[config.mk]
export PLATFORM = sky130hd
export DESIGN_NAME = radix_serial_adder
export DESIGN_NICKNAME = d
export VERILOG_FILES = /design/src/rtl/radix_pkg.sv /design/src/rtl/radix_digit_add.sv /design/src/rtl/radix_serial_adder.sv
export SDC_FILE = /design/constraint.sdc
export NUM_CORES = 1
export LEC_CHECK = 0
export ABC_AREA = 1
export CAP_MARGIN = 20
export CORE_MARGIN = 2
export CORE_UTILIZATION = 54
export DETAILED_ROUTE_END_ITERATION = 8
export PLACE_DENSITY_LB_ADDON = 0.05
export SETUP_SLACK_MARGIN = 0.02
export SLEW_MARGIN = 5
export SYNTH_ARGS = -nofsm -noshare
export SYNTH_HDL_FRONTEND = slang
export SYNTH_HIERARCHICAL = 1
export SYNTH_SLANG_ARGS = --single-unit
[constraint.sdc]
create_clock -name clk -period 5.1 [get_ports clk]
set_clock_uncertainty 0.1 [all_clocks]
set_input_delay 1.53 -clock clk [delete_from_list [all_inputs] [get_ports clk]]
set_output_delay 1.53 -clock clk [all_outputs]
set_load 0.01 [all_outputs]
[src/rtl/radix_pkg.sv]
// Shared definitions for the digit-serial radix adder: FSM encoding, default
// geometry and the digit-counter width helper.
package radix_pkg;

    localparam int DEFAULT_M      = 4;
    localparam int DEFAULT_R_BITS = 4;

    localparam logic [1:0] S_IDLE = 2'd0;
    localparam logic [1:0] S_RUN  = 2'd1;
    localparam logic [1:0] S_DONE = 2'd2;

    // A single-digit configuration still needs a one-bit counter.
    function automatic int cntWidth(input int m);
        return (m <= 1) ? 1 : $clog2(m);
    endfunction

endpackage

[src/rtl/radix_digit_add.sv]
// One radix-2^R_BITS digit cell: add or subtract a digit pair with carry.
// With RADIX_SERIAL_BCD_EN defined, an i_bcd input selects decimal correction.
module radix_digit_add
    import radix_pkg::*;
#(
    parameter int R_BITS = DEFAULT_R_BITS
) (
    input  logic [R_BITS-1:0] i_a,
    input  logic [R_BITS-1:0] i_b,
    input  logic              i_carry,
    input  logic              i_sub,
`ifdef RADIX_SERIAL_BCD_EN
    input  logic              i_bcd,
`endif
    output logic [R_BITS-1:0] o_digit,
    output logic              o_carry
);

    logic [R_BITS-1:0] w_bEff;
    logic [R_BITS:0]   w_raw;

`ifdef RADIX_SERIAL_BCD_EN
    logic [R_BITS-1:0] w_decDigit;

    // Decimal subtraction uses the nine's complement instead of bit inversion.
    always_comb begin
        if (i_bcd) begin
            w_bEff = i_sub ? (R_BITS'(9) - i_b) : i_b;
        end else begin
            w_bEff = i_sub ? ~i_b : i_b;
        end
    end

    assign w_raw      = {1'b0, i_a} + {1'b0, w_bEff} + {{R_BITS{1'b0}}, i_carry};
    assign w_decDigit = w_raw[R_BITS-1:0] + R_BITS'(6);

    always_comb begin
        o_digit = w_raw[R_BITS-1:0];
        o_carry = w_raw[R_BITS];
        if (i_bcd && (w_raw > (R_BITS+1)'(9))) begin
            o_digit = w_decDigit;
            o_carry = 1'b1;
        end
    end
`else
    assign w_bEff  = i_sub ? ~i_b : i_b;
    assign w_raw   = {1'b0, i_a} + {1'b0, w_bEff} + {{R_BITS{1'b0}}, i_carry};
    assign o_digit = w_raw[R_BITS-1:0];
    assign o_carry = w_raw[R_BITS];
`endif

endmodule

[src/rtl/radix_serial_adder.sv]
// Digit-serial adder/subtractor: one digit per clock, LSB first, with
// valid/ready on both sides. Optional decimal mode under RADIX_SERIAL_BCD_EN.
module radix_serial_adder
    import radix_pkg::*;
#(
    parameter int M      = DEFAULT_M,
    parameter int R_BITS = DEFAULT_R_BITS
) (
    input  logic                clk,
    input  logic                rst,
    input  logic                in_valid,
    output logic                in_ready,
    input  logic [R_BITS*M-1:0] x,
    input  logic [R_BITS*M-1:0] y,
    input  logic                cin,
    input  logic                sub,
`ifdef RADIX_SERIAL_BCD_EN
    input  logic                bcd,
`endif
    output logic                out_valid,
    input  logic                out_ready,
    output logic [R_BITS*M-1:0] sum,
    output logic                cout,
    output logic                busy
);

    localparam int W  = R_BITS * M;
    localparam int CW = cntWidth(M);

    logic [1:0]        r_state;
    logic [CW-1:0]     r_count;
    logic [W-1:0]      r_x;
    logic [W-1:0]      r_y;
    logic [W-1:0]      r_sum;
    logic              r_carry;
    logic              r_sub;
    logic              r_cout;
    logic [31:0]       w_base;
    logic [R_BITS-1:0] w_digit;
    logic              w_carry;
    logic              w_last;

`ifdef RADIX_SERIAL_BCD_EN
    logic              r_bcd;
`endif

    assign w_base = 32'(r_count) * 32'(R_BITS);
    assign w_last = (r_count == CW'(M - 1));

    radix_digit_add #(
        .R_BITS (R_BITS)
    ) u_digit (
        .i_a     (r_x[w_base +: R_BITS]),
        .i_b     (r_y[w_base +: R_BITS]),
        .i_carry (r_carry),
        .i_sub   (r_sub),
`ifdef RADIX_SERIAL_BCD_EN
        .i_bcd   (r_bcd),
`endif
        .o_digit (w_digit),
        .o_carry (w_carry)
    );

    // Subtraction runs as x + ~y + ~cin, so the chain starts from the inverted borrow.
    always_ff @(posedge clk) begin
        if (rst) begin
            r_state <= S_IDLE;
            r_count <= '0;
            r_x     <= '0;
            r_y     <= '0;
            r_sum   <= '0;
            r_carry <= 1'b0;
            r_sub   <= 1'b0;
            r_cout  <= 1'b0;
`ifdef RADIX_SERIAL_BCD_EN
            r_bcd   <= 1'b0;
`endif
        end else begin
            case (r_state)
                S_IDLE: begin
                    if (in_valid) begin
                        r_x     <= x;
                        r_y     <= y;
                        r_sub   <= sub;
                        r_carry <= sub ? ~cin : cin;
`ifdef RADIX_SERIAL_BCD_EN
                        r_bcd   <= bcd;
`endif
                        r_count <= '0;
                        r_state <= S_RUN;
                    end
                end
                S_RUN: begin
                    r_sum[w_base +: R_BITS] <= w_digit;
                    r_carry                 <= w_carry;
                    if (w_last) begin
                        r_cout  <= w_carry;
                        r_state <= S_DONE;
                    end else begin
                        r_count <= r_count + 1'b1;
                    end
                end
                S_DONE: begin
                    if (out_ready) begin
                        r_state <= S_IDLE;
                    end
                end
                default: begin
                    r_state <= S_IDLE;
                end
            endcase
        end
    end

    assign in_ready  = (r_state == S_IDLE);
    assign out_valid = (r_state == S_DONE);
    assign busy      = (r_state == S_RUN) || (r_state == S_DONE);
    assign sum       = r_sum;
    assign cout      = r_cout;

endmodule
==> summary.txt <==
Yosys cell types: 29
Post-synth top cells: nor2_1 (90), dfxtp_1 (55), nand2_1 (52), o21ai_0 (52), inv_1 (22)
CTS tree: built
worst min path class: reg -> reg
Worst Path Buf+Inv: 2
post_cts resized: 0
timing-limited maximum frequency: 313 MHz
DIE AREA: 5560 um2
first-pass GRT wire length: 9560 um
minimum clock period: 3.20 ns
layout cells sized above 1: 0.0649
synth top area cells: dfxtp_1 (41%), nor2_1 (13%), o21ai_0 (9.7%)
DRT Pass-1 Iters: 4
Netlist Area Pre-Place: 2690 um2
Synth Warn #: 6
CTS root buf: clkbuf_8
H-Tree Depth: 2
register area share after synthesis: 0.410
dpl cells: 476
Remaining DRCs: 0
number of synthesized register bits: 55
GRT Overall Usage: 0.221
RSZ-0062 raised after global routing: no
Synthesized Nets: 419
CTS buffer count: 5
top_reg_cell synth: dfxtp_1
First DRT Iteration DRCs: 120
max-cap check violation count: 0
Final Non-Filler Cells: 483
synthesis-to-layout area growth: 24.0%
Reg clk slew, reported paths: 0.09 ns
largest net degree at the start of global routing: 43
final worst-path cycle share: 0.627
CP Class: reg -> out
final setup fails: 0
Remaining Overflow, GRT: 0
PwrDens: 515 nW/um2
Slew Limit Headroom: 0.638
Clk Latency, worst-skew pair: 0.30 ns
startpoint types: register
final hold vios: 0
core area: 4750 um2
port bufs: 57
worst stage delay on the critical path: 0.53 ns
Cells after Synth: 367
Post-synth ARST share: 0
Critical Path, Cell by Cell: inv_1 -> ha_1 -> clkdlybuf4s50_1
top cell type's share of synthesized area: 0.410
Synth area leader: dfxtp_1
DRT Wirelength: 5640 um
Crit-path slowest cell: clkdlybuf4s50_1
top fanout value on the critical path: 3
worst hold slack: 0.369 ns
Detail Route Antenna Nets: 0
# hold bufs at CTS: 0
routability cong.: 0.908
die width: 74.5 um
Required @ worst endpoint: 3.47 ns
outcome: complete, no violations
fill count: 443
vias in the first global route: 2270
CTS sink cnt: 55
wire per inst: 11.7 um
Clock Tree Buf Depth: 2
top-count cell post-synth: nor2_1
total negative slack: 0 ns
Post-synth EDFFs: 0
site row count: 25
Vias: 2459
io pins: 58
HPWL after detailed placement: 4140 um
initial antenna violation count: 0
post-layout util: 0.701
die height: 74.5 um
Finished Cell Area: 3330 um2
leak pwr: 0.00142 uW
Mapped Avg Cell Area: 7.32 um2
Initial Util: 0.565
Tightest Pin Transition: 0.543 ns
diode count: 0
nets: 468
Slew Limit Fails: 0
# Post-CTS Setup Buffers: 0
Via density: 5.09
Critical Path Sink Type: primary output
CP delay by family, top: buffers and inverters
worst vdd ir: 0.269 mV
Cell Area, Placed: 3240 um2
Worst EP arrival: 1.57 ns
cell usage in the layout (no fill, tap or decap):
cell type / synthesis / final
a21oi_1: 19 / 19
a21oi_2: 1 / 1
buf_4: 5 / 1
clkbuf_8: 0 / 6
clkdlybuf4s50_1: 0 / 57
clkinv_2: 0 / 1
dfxtp_1: 55 / 55
fa_1: 2 / 2
ha_1: 12 / 12
inv_1: 22 / 22
inv_2: 5 / 5
inv_4: 1 / 1
nand2_1: 52 / 52
nand2_2: 4 / 4
nand2_4: 2 / 2
nand3_1: 10 / 10
nand3b_1: 2 / 2
nand4_1: 1 / 1
nor2_1: 90 / 90
nor2_2: 1 / 1
nor2_4: 4 / 4
nor3_2: 1 / 1
o21ai_0: 52 / 52
o21ai_1: 1 / 1
o21bai_1: 1 / 1
o22ai_1: 8 / 8
xnor2_1: 1 / 1
xor2_1: 4 / 4
sequential cells by signal (all words and copies together) (netlist names):
signal   count
r_y         16
r_sub        1
r_carry      1
r_x         16
cout         1
r_count      2
sum         16
r_state      2
layer usage:
metal,global-route usage,vias to the layer above,routed length (um)
met2,0.402,63,2870
met5,0,-,0
met3,0.0420,4,259
met1,0.267,1118,2480
li1,-,1274,-
met4,0.0536,0,30
worst reg2reg max path, stage by stage (launching register included):
cell and delay (ns):
dfxtp_1 0.33, buf_4 0.26, inv_4 0.17, o21ai_0 0.18
o22ai_1 0.10, xnor2_1 0.22, fa_1 0.21, inv_1 0.07
fa_1 0.39, xor2_1 0.25, nand2_1 0.12, nor2_1 0.14
nand2_1 0.08, a21oi_1 0.13
cell type report:
cell class / count / area [um2] / share of cell area
timing repair buffer: 58 / 578 / 0.173
sequential: 55 / 1100 / 0.330
inverter: 28 / 108 / 0.0323
tap: 67 / 83.8 / 0.0252
multi-input combinational: 268 / 1370 / 0.412
clock buffer: 6 / 82.6 / 0.0248
clock inverter: 1 / 5.00 / 0.00150
path summary, 6_finish.rpt:
kind	slack, ns	depth (start not counted)	start	end
max	1.90	3	r_state[0]	busy
min	0.37	2	cout	cout
max reg2reg	2.26	13	r_count[0]	sum[14]
min reg2reg	0.37	2	cout	cout
logic make-up (layout without fill, tap and decap cells):
| group | count (synthesis) | after routing | share of synthesized area |
|---|---|---|---|
| and+or+nand+nor | 167 | 167 | 0.265 |
| AOI/OAI and AO/OA | 82 | 82 | 0.159 |
| DFF | 55 | 55 | 0.410 |
| buffers and inverters | 44 | 93 | 0.0791 |
| adders and majority gates | 14 | 14 | 0.0708 |
| xor gates and xnor gates | 5 | 5 | 0.0163 |
where the power goes:
| group | switching [uW] | leakage (uW) | internal, uW |
|---|---|---|---|
| clock | 132 | 0.0000470 | 107 |
| sequential | 59.6 | 0.000452 | 529 |
| combinational | 552 | 0.000922 | 338 |
| total | 743 | 0.00142 | 974 |
stage by stage:
step                      power [uW]  worst slack, ns
after floorplan                 1270             2.73
after global placement          1450             1.76
after detailed placement        1480             1.68
after CTS                       1720             1.89
after global routing            1860             1.80
final                           1720             1.90
Power figures use the tool's default switching activity.
